$ cat src/rtl/switch_debouncer.sv
// Two-flop synchronizer plus an independent debounce counter per switch bit.
// Produces stable switch levels, one-cycle rise/fall events and a one-hot flag.
module switch_debouncer #(
  parameter int WIDTH           = 4,
  parameter int DEBOUNCE_CYCLES = 500000,
  parameter int CNT_W           = 20
) (
  input  logic             CLOCK,
  input  logic             RESET,
  input  logic [WIDTH-1:0] SWITCHES,
  output logic [WIDTH-1:0] CLEAN,
  output logic [WIDTH-1:0] RISE,
  output logic [WIDTH-1:0] FALL,
  output logic             CHANGED,
  output logic             ONEHOT
);

  localparam logic [CNT_W-1:0] lastCount = CNT_W'(DEBOUNCE_CYCLES - 1);

  logic [WIDTH-1:0] syncS1;
  logic [WIDTH-1:0] syncS2;
  logic [CNT_W-1:0] count [WIDTH];

  always_ff @(posedge CLOCK or posedge RESET) begin
    if (RESET) begin
      syncS1 <= '0;
      syncS2 <= '0;
    end else begin
      syncS1 <= SWITCHES;
      syncS2 <= syncS1;
    end
  end

  // Any cycle where the synchronized bit agrees with CLEAN restarts the window,
  // so a single glitch costs a full DEBOUNCE_CYCLES wait.
  always_ff @(posedge CLOCK or posedge RESET) begin
    if (RESET) begin
      CLEAN <= '0;
      RISE  <= '0;
      FALL  <= '0;
      for (int i = 0; i < WIDTH; i++) begin
        count[i] <= '0;
      end
    end else begin
      RISE <= '0;
      FALL <= '0;
      for (int i = 0; i < WIDTH; i++) begin
        if (syncS2[i] == CLEAN[i]) begin
          count[i] <= '0;
        end else if (count[i] == lastCount) begin
          count[i] <= '0;
          CLEAN[i] <= syncS2[i];
          RISE[i]  <= syncS2[i];
          FALL[i]  <= ~syncS2[i];
        end else begin
          count[i] <= count[i] + CNT_W'(1);
        end
      end
    end
  end

  assign CHANGED = |(RISE | FALL);
  assign ONEHOT  = (CLEAN != '0) && ((CLEAN & (CLEAN - WIDTH'(1))) == '0);

endmodule

$ cat config.mk
export PLATFORM = sky130hd
export DESIGN_NAME = switch_debouncer
export DESIGN_NICKNAME = d
export VERILOG_FILES = /design/src/rtl/switch_debouncer.sv
export SDC_FILE = /design/constraint.sdc
export NUM_CORES = 1
export LEC_CHECK = 0
export ABC_AREA = 1
export BUFFER_PORTS_ARGS = -buffer_cell sky130_fd_sc_hd__buf_2
export CAP_MARGIN = 0
export CORE_UTILIZATION = 62
export CTS_CLUSTER_DIAMETER = 100
export DETAILED_ROUTE_END_ITERATION = 7
export GPL_TIMING_DRIVEN = 0
export PLACE_DENSITY = 0.8
export SLEW_MARGIN = 10
export SYNTH_ARGS = -nofsm -noshare
export SYNTH_HDL_FRONTEND = slang
export SYNTH_SLANG_ARGS = --single-unit
$ cat constraint.sdc
create_clock -name CLOCK -period 4 [get_ports CLOCK]
set_clock_uncertainty 0.1 [all_clocks]
set_input_delay 0.6 -clock CLOCK [delete_from_list [all_inputs] [get_ports CLOCK]]
set_output_delay 0.6 -clock CLOCK [all_outputs]
set_load 0.02 [all_outputs]
==> results of run 1 <==
-- metrics by stage --
stage               area [µm²]  std cells  total power, µW  setup TNS [ns]  utilization, %
floorplan                 5410        683             1100               0               -
finish                    5900        824             1840               0            70.7
CTS                       5900        824             1860               0            70.7
global route              5900        824             1900               0            70.7
detailed placement        5670        808             1130               0            67.9
global placement          5640        807             1120          -34.60            67.6
-- final cells by class --
type	instances	area, µm²	area share [%]
Buffer	1	5.00	0.0849
Clock inverter	6	93.8	1.59
Clock buffer	10	138	2.33
Timing Repair Buffer	20	123	2.08
Sequential cell	100	2500	42.4
Tap cell	105	131	2.23
Inverter	68	260	4.41
Multi-Input combinational cell	514	2640	44.8
-- cell usage after synthesis, drive strengths merged, types with 2 or more instances --
cell and count:
xor2 19, nand3b 5, nand2 146, nor2 207, and2 2, inv 68
nor4 2, nor3b 4, ha 4, nor3 17, xnor2 18, nand3 49
nand4 11, o21ai 14, dfrtp 100, a21oi 13
-- logic make-up (layout without fill, tap and decap cells) --
family                     Yosys count  count (layout)  synth area share [%]
adders and majority gates            4               4                 0.925
xor gates and xnor gates            37              37                  5.99
DFF                                100             100                  46.3
and+or+nand+nor                    443             443                  39.0
AOI/OAI and AO/OA                   30              30                  2.96
buffers and inverters               69             105                  4.86
-- worst max-delay path: stages, from the launching register on --
cell,delay [ns]
dfrtp_1,0.46
inv_2,0.11
nand2_1,0.07
a22oi_1,0.23
buf_2,0.21
-- worst paths after layout --
path	start	endpoint	slack (ns)	cells after the start
max	CLEAN[2]$_DFFE_PP0P_	ONEHOT	1.87	4
min	RESET	count[40]$_DFF_PP0_	0.19	2
max reg2reg	CLEAN[0]$_DFFE_PP0P_	count[75]$_DFF_PP0_	2.28	6
min reg2reg	syncS1[2]$_DFF_PP0_	syncS2[2]$_DFF_PP0_	0.26	0
max in group asynchronous	RESET	CLEAN[2]$_DFFE_PP0P_	2.95	3
min in group CLOCK	SWITCHES[1]	syncS1[1]$_DFF_PP0_	0.24	1
-- sequential cells by signal, summed over array words and instances, names as in the netlist --
signal / cells
count: 80
CLEAN: 4
syncS1: 4
RISE: 4
FALL: 4
syncS2: 4
-- power groups by stage --
stage / registers [µW] / clock network, µW / logic [µW]
after floorplan: 1050 / 0 / 50.7
after global placement: 1050 / 0 / 65.5
after detailed placement: 1050 / 0 / 71.8
after CTS: 1030 / 754 / 72.3
after global routing: 1040 / 786 / 81.5
final: 1030 / 734 / 70.0
-- routing by layer --
layer  part of all wire [%]  track usage (%)  routed length, µm
met1                     44             34.0               4850
met2                     49             44.5               5370
met3                    5.0             5.10                544
met4                    1.6             10.1                176
met5                      0                0                  0
==> flow_summary.toml, run 1 <==
[die]
initial_core_util_pct = 64.9
row_count = 33
die_area_um2 = 9100
core-area_um2 = 8340
die_h_um = 95.4
io_pins = 20
die_w_um = 95.4

[power_and_ir_drop]
combPwrFrac_pct = 3.8
ir_drop_uv = 208
p_leak_uw = 0.00252
powerDensity_nw_per_um2 = 312
clkPwrFrac_pct = 39.9
p_switching_uw = 419
p_int_uw = 1420
switching_share_pct = 22.8
p_seq_share_pct = 56.3

[clocking]
insertion_delay_ns = 0.36
clk_pin_slew_ns = 0.10
cts_inserted_buffers = 9
ctsHoldBuffers = 0
cts-htree-levels = 3
cts_tree = "yes"
max-clock-path-buffers = 2
cts.repair.resized = 0
cts_sinks = 100
post_cts_buffers = 0
cts-root-buf = "clkbuf_8"

[timing]
slew_viol_final = 0
worst_hold_slack_ns = 0.193
max_freq_ghz = 0.469
tightest_slew_ns = 0.565
rsz0062_at_grt = "false"
finalCritPeriodShare_pct = 53.3
fin_ws_ns = 1.87
setup_violations = 0
fin_crit_ns = 2.13
hold_violations = 0
relSlewSlack_pct = 62.3

[layout]
syn_to_final_growth_pct = 9.02
n_antenna_cell = 0
final_cell_mix = "nor2_1 (173), nand2_1 (125), dfrtp_1 (100)"
final_common_cell = "nor2_1"
nFillCells = 669
final_net_count = 724
layout-drive-gt1-share_pct = 14.9

[drt]
wl_um = 10900
wl_per_cell_um = 13.3
vias_per_cell = 5.33
firstDrtPassIters = 5
drt_iter0_drc = 202
vias = 4395
ant_nets = 0
remaining_drc_errors = 0

[synth]
synth_warnings = 0
synth_seq_cells = 100
synth_cell_types = 31
synth_fp_nets = 693
seq_area_frac_synth_pct = 46.3
synth_area_um2 = 5410
synth-main-ff-cell = "dfrtp_1"
yosysTopAreaCell = "dfrtp_1"
async_flop_share_pct = 100
ys_top_cells_by_area = "dfrtp_1 (46%), nor2_1 (12%), nand2_1 (8.7%)"
avgSynthCellArea_um2 = 7.92
syn_inst = 683
netlist.area_leader.share_pct = 46.3
synth_edf_count = 0

[setup_path]
required_ns = 3.30
crit_arrival_ns = 1.43
cp_max_fo = 5
path_class = "register to output pin"
critPathLaunchType = "register"
end_kind = "output pin"

[global_route]
antenna_found_initial = 0
grt_pass1_wl_um = 18600
grt_max_degree = 58
track_usage_pct = 26.5
grt-ovfl-total = 0
first_global_vias = 4191

[placed_design]
io_buffers = 19
place_ws_ns = 2.21
gp_congestion = 0.909
dp_hpwl_um = 8080

[outcome]
status = "finished, final reports clean"

[job]
maxCapViolCount = 0

[worst_hold_path]
worstHoldPathType = "input port to asynchronous set/reset pin"
Note: power is estimated with default switching activity, not from simulation.
==> run 2, diff against run 1 <==
- clock period: 4 -> 2 ns (I/O delays scaled with it)
==> flow_summary.toml, run 2 (synthesized netlist as in run 1, its figures left out) <==
[outcome]
status = "finished, final reports clean"

[layout]
n_antenna_cell = 0
multiInputGateArea_um2 = 2640
regMostFlops = "count"
final_cell_mix = "nor2_1 (173), nand2_1 (125), dfrtp_1 (100)"
seq_area_um2 = 2500
final_common_cell = "nor2_1"
nFillCells = 684
finalNonFillerCells = 830
syn_to_final_growth_pct = 10.6
layout-drive-gt1-share_pct = 14.9
largest_reg_flops = 80
final_net_count = 731

[worst_hold_path]
worstHoldPathType = "register to register"

[setup_path]
path_class = "register to output pin"
end_kind = "output pin"
required_ns = 1.60
crit_arrival_ns = 1.44
cp_max_fo = 5
critPathLaunchType = "register"

[timing]
rsz0062_at_grt = "false"
hold_violations = 0
setup_violations = 0
slew_viol_final = 0
finalCritPeriodShare_pct = 91.9
relSlewSlack_pct = 66.3
worst_hold_slack_ns = 0.279
tightest_slew_ns = 0.505
fin_setup_tns_ns = 0
max_freq_ghz = 0.544
fin_crit_ns = 1.84

[drt]
vias = 4452
wl_um = 10800
drt_iter0_drc = 139
vias_per_cell = 5.36
firstDrtPassIters = 5
wl_per_cell_um = 13.1
ant_nets = 0
remaining_drc_errors = 0

[global_route]
track_usage_pct = 26.6
first_global_vias = 4234
grt_pass1_wl_um = 18700
antenna_found_initial = 0
grt-ovfl-total = 0
grt_max_degree = 32

[power_and_ir_drop]
p_seq_share_pct = 56.7
finalPower_uw = 3650
p_switching_uw = 785
p_int_uw = 2860
p_leak_uw = 0.00255
ir_drop_uv = 473
combPwrFrac_pct = 4.3
powerDensity_nw_per_um2 = 610
clkPwrFrac_pct = 39.0
switching_share_pct = 21.5

[clocking]
cts-htree-levels = 3
cts-root-buf = "clkbuf_8"
cts_tree = "yes"
cts_sinks = 100
cts_inserted_buffers = 9
insertion_delay_ns = 0.35
post_cts_buffers = 0
clk_pin_slew_ns = 0.09
max-clock-path-buffers = 2

[placed_design]
io_buffers = 19
dp.cells = 810
dp_hpwl_um = 8130
gp_congestion = 0.910

[die]
row_count = 33
die_h_um = 95.4
io_pins = 20
initial_core_util_pct = 64.9
die_area_um2 = 9100
die_w_um = 95.4
core-area_um2 = 8340

[job]
maxCapViolCount = 0
==> run 2: cell count changes in the layout (fill, tap and decap cells not counted) <==
cell	before	now
buf_12	0	2
clkinv_2	0	1
inv_4	2	1
buf_2	20	19
buf_4	0	1
clkinvlp_4	1	2
clkbuf_8	10	11
dlygate4sd3_1	0	5
inv_6	3	0
==> run 2: per-layer routing <==
| layer | wire, µm | GRT usage (%) |
|---|---|---|
| met3 | 367 | 3.91 |
| met5 | 0 | 0 |
| met1 | 5030 | 35.4 |
| met4 | 91 | 6.97 |
| met2 | 5350 | 45.5 |
==> run 2: final timing paths <==
kind | start | to | slack [ns] | depth (start not counted)
setup / recovery | CLEAN[0]$_DFFE_PP0P_ | ONEHOT | 0.16 | 4
hold / removal | syncS1[3]$_DFF_PP0_ | syncS2[3]$_DFF_PP0_ | 0.28 | 0
setup reg to reg | CLEAN[3]$_DFFE_PP0P_ | count[8]$_DFF_PP0_ | 0.25 | 6
hold reg to reg | syncS1[3]$_DFF_PP0_ | syncS2[3]$_DFF_PP0_ | 0.28 | 0
max in group asynchronous | RESET | RISE[3]$_DFF_PP0_ | 0.50 | 6
min in group asynchronous | RESET | count[1]$_DFF_PP0_ | 0.41 | 3
==> run 2: repair_timing <==
item                       4_1_cts  5_1_grt
hold endpoints to repair        23        0
setup endpoints to repair        0        1
resized for setup                0        1
hold buffers                     5        0
==> run 2: metrics by stage <==
| step | util (%) | setup slack (ns) | cell area [µm²] |
|---|---|---|---|
| 5_1_grt | 71.7 | 0.0102 | 5980 |
| 2_1_floorplan | - | 0.410 | 5410 |
| 3_3_place_gp | 67.6 | -0.204 | 5640 |
| 4_1_cts | 71.7 | 0.102 | 5980 |
| 6_report | 71.7 | 0.162 | 5980 |
| 3_5_place_dp | 68.4 | 0.288 | 5710 |
==> run 2: power groups by stage <==
stage | sequential (µW) | combinational, µW | clock, µW
2_1_floorplan | 2100 | 102 | 0
3_3_place_gp | 2110 | 132 | 0
3_5_place_dp | 2110 | 154 | 0
4_1_cts | 2070 | 162 | 1470
5_1_grt | 2070 | 181 | 1520
6_report | 2070 | 157 | 1420
==> run 2: final cells by class <==
class / count / share of cell area (%)
tap: 105 / 2.20
clock buffer: 11 / 2.53
inverter: 68 / 4.37
buffer: 1 / 0.0836
multi-input combinational: 514 / 44.2
sequential: 100 / 41.8
timing repair buffer: 27 / 3.60
clock inverter: 4 / 1.21
==> run 2: critical path, cell delays in order, from the launching register on <==
cell	delay, ns
dfrtp_1	0.42
inv_1	0.14
nand2_1	0.09
a22oi_1	0.25
buf_4	0.19
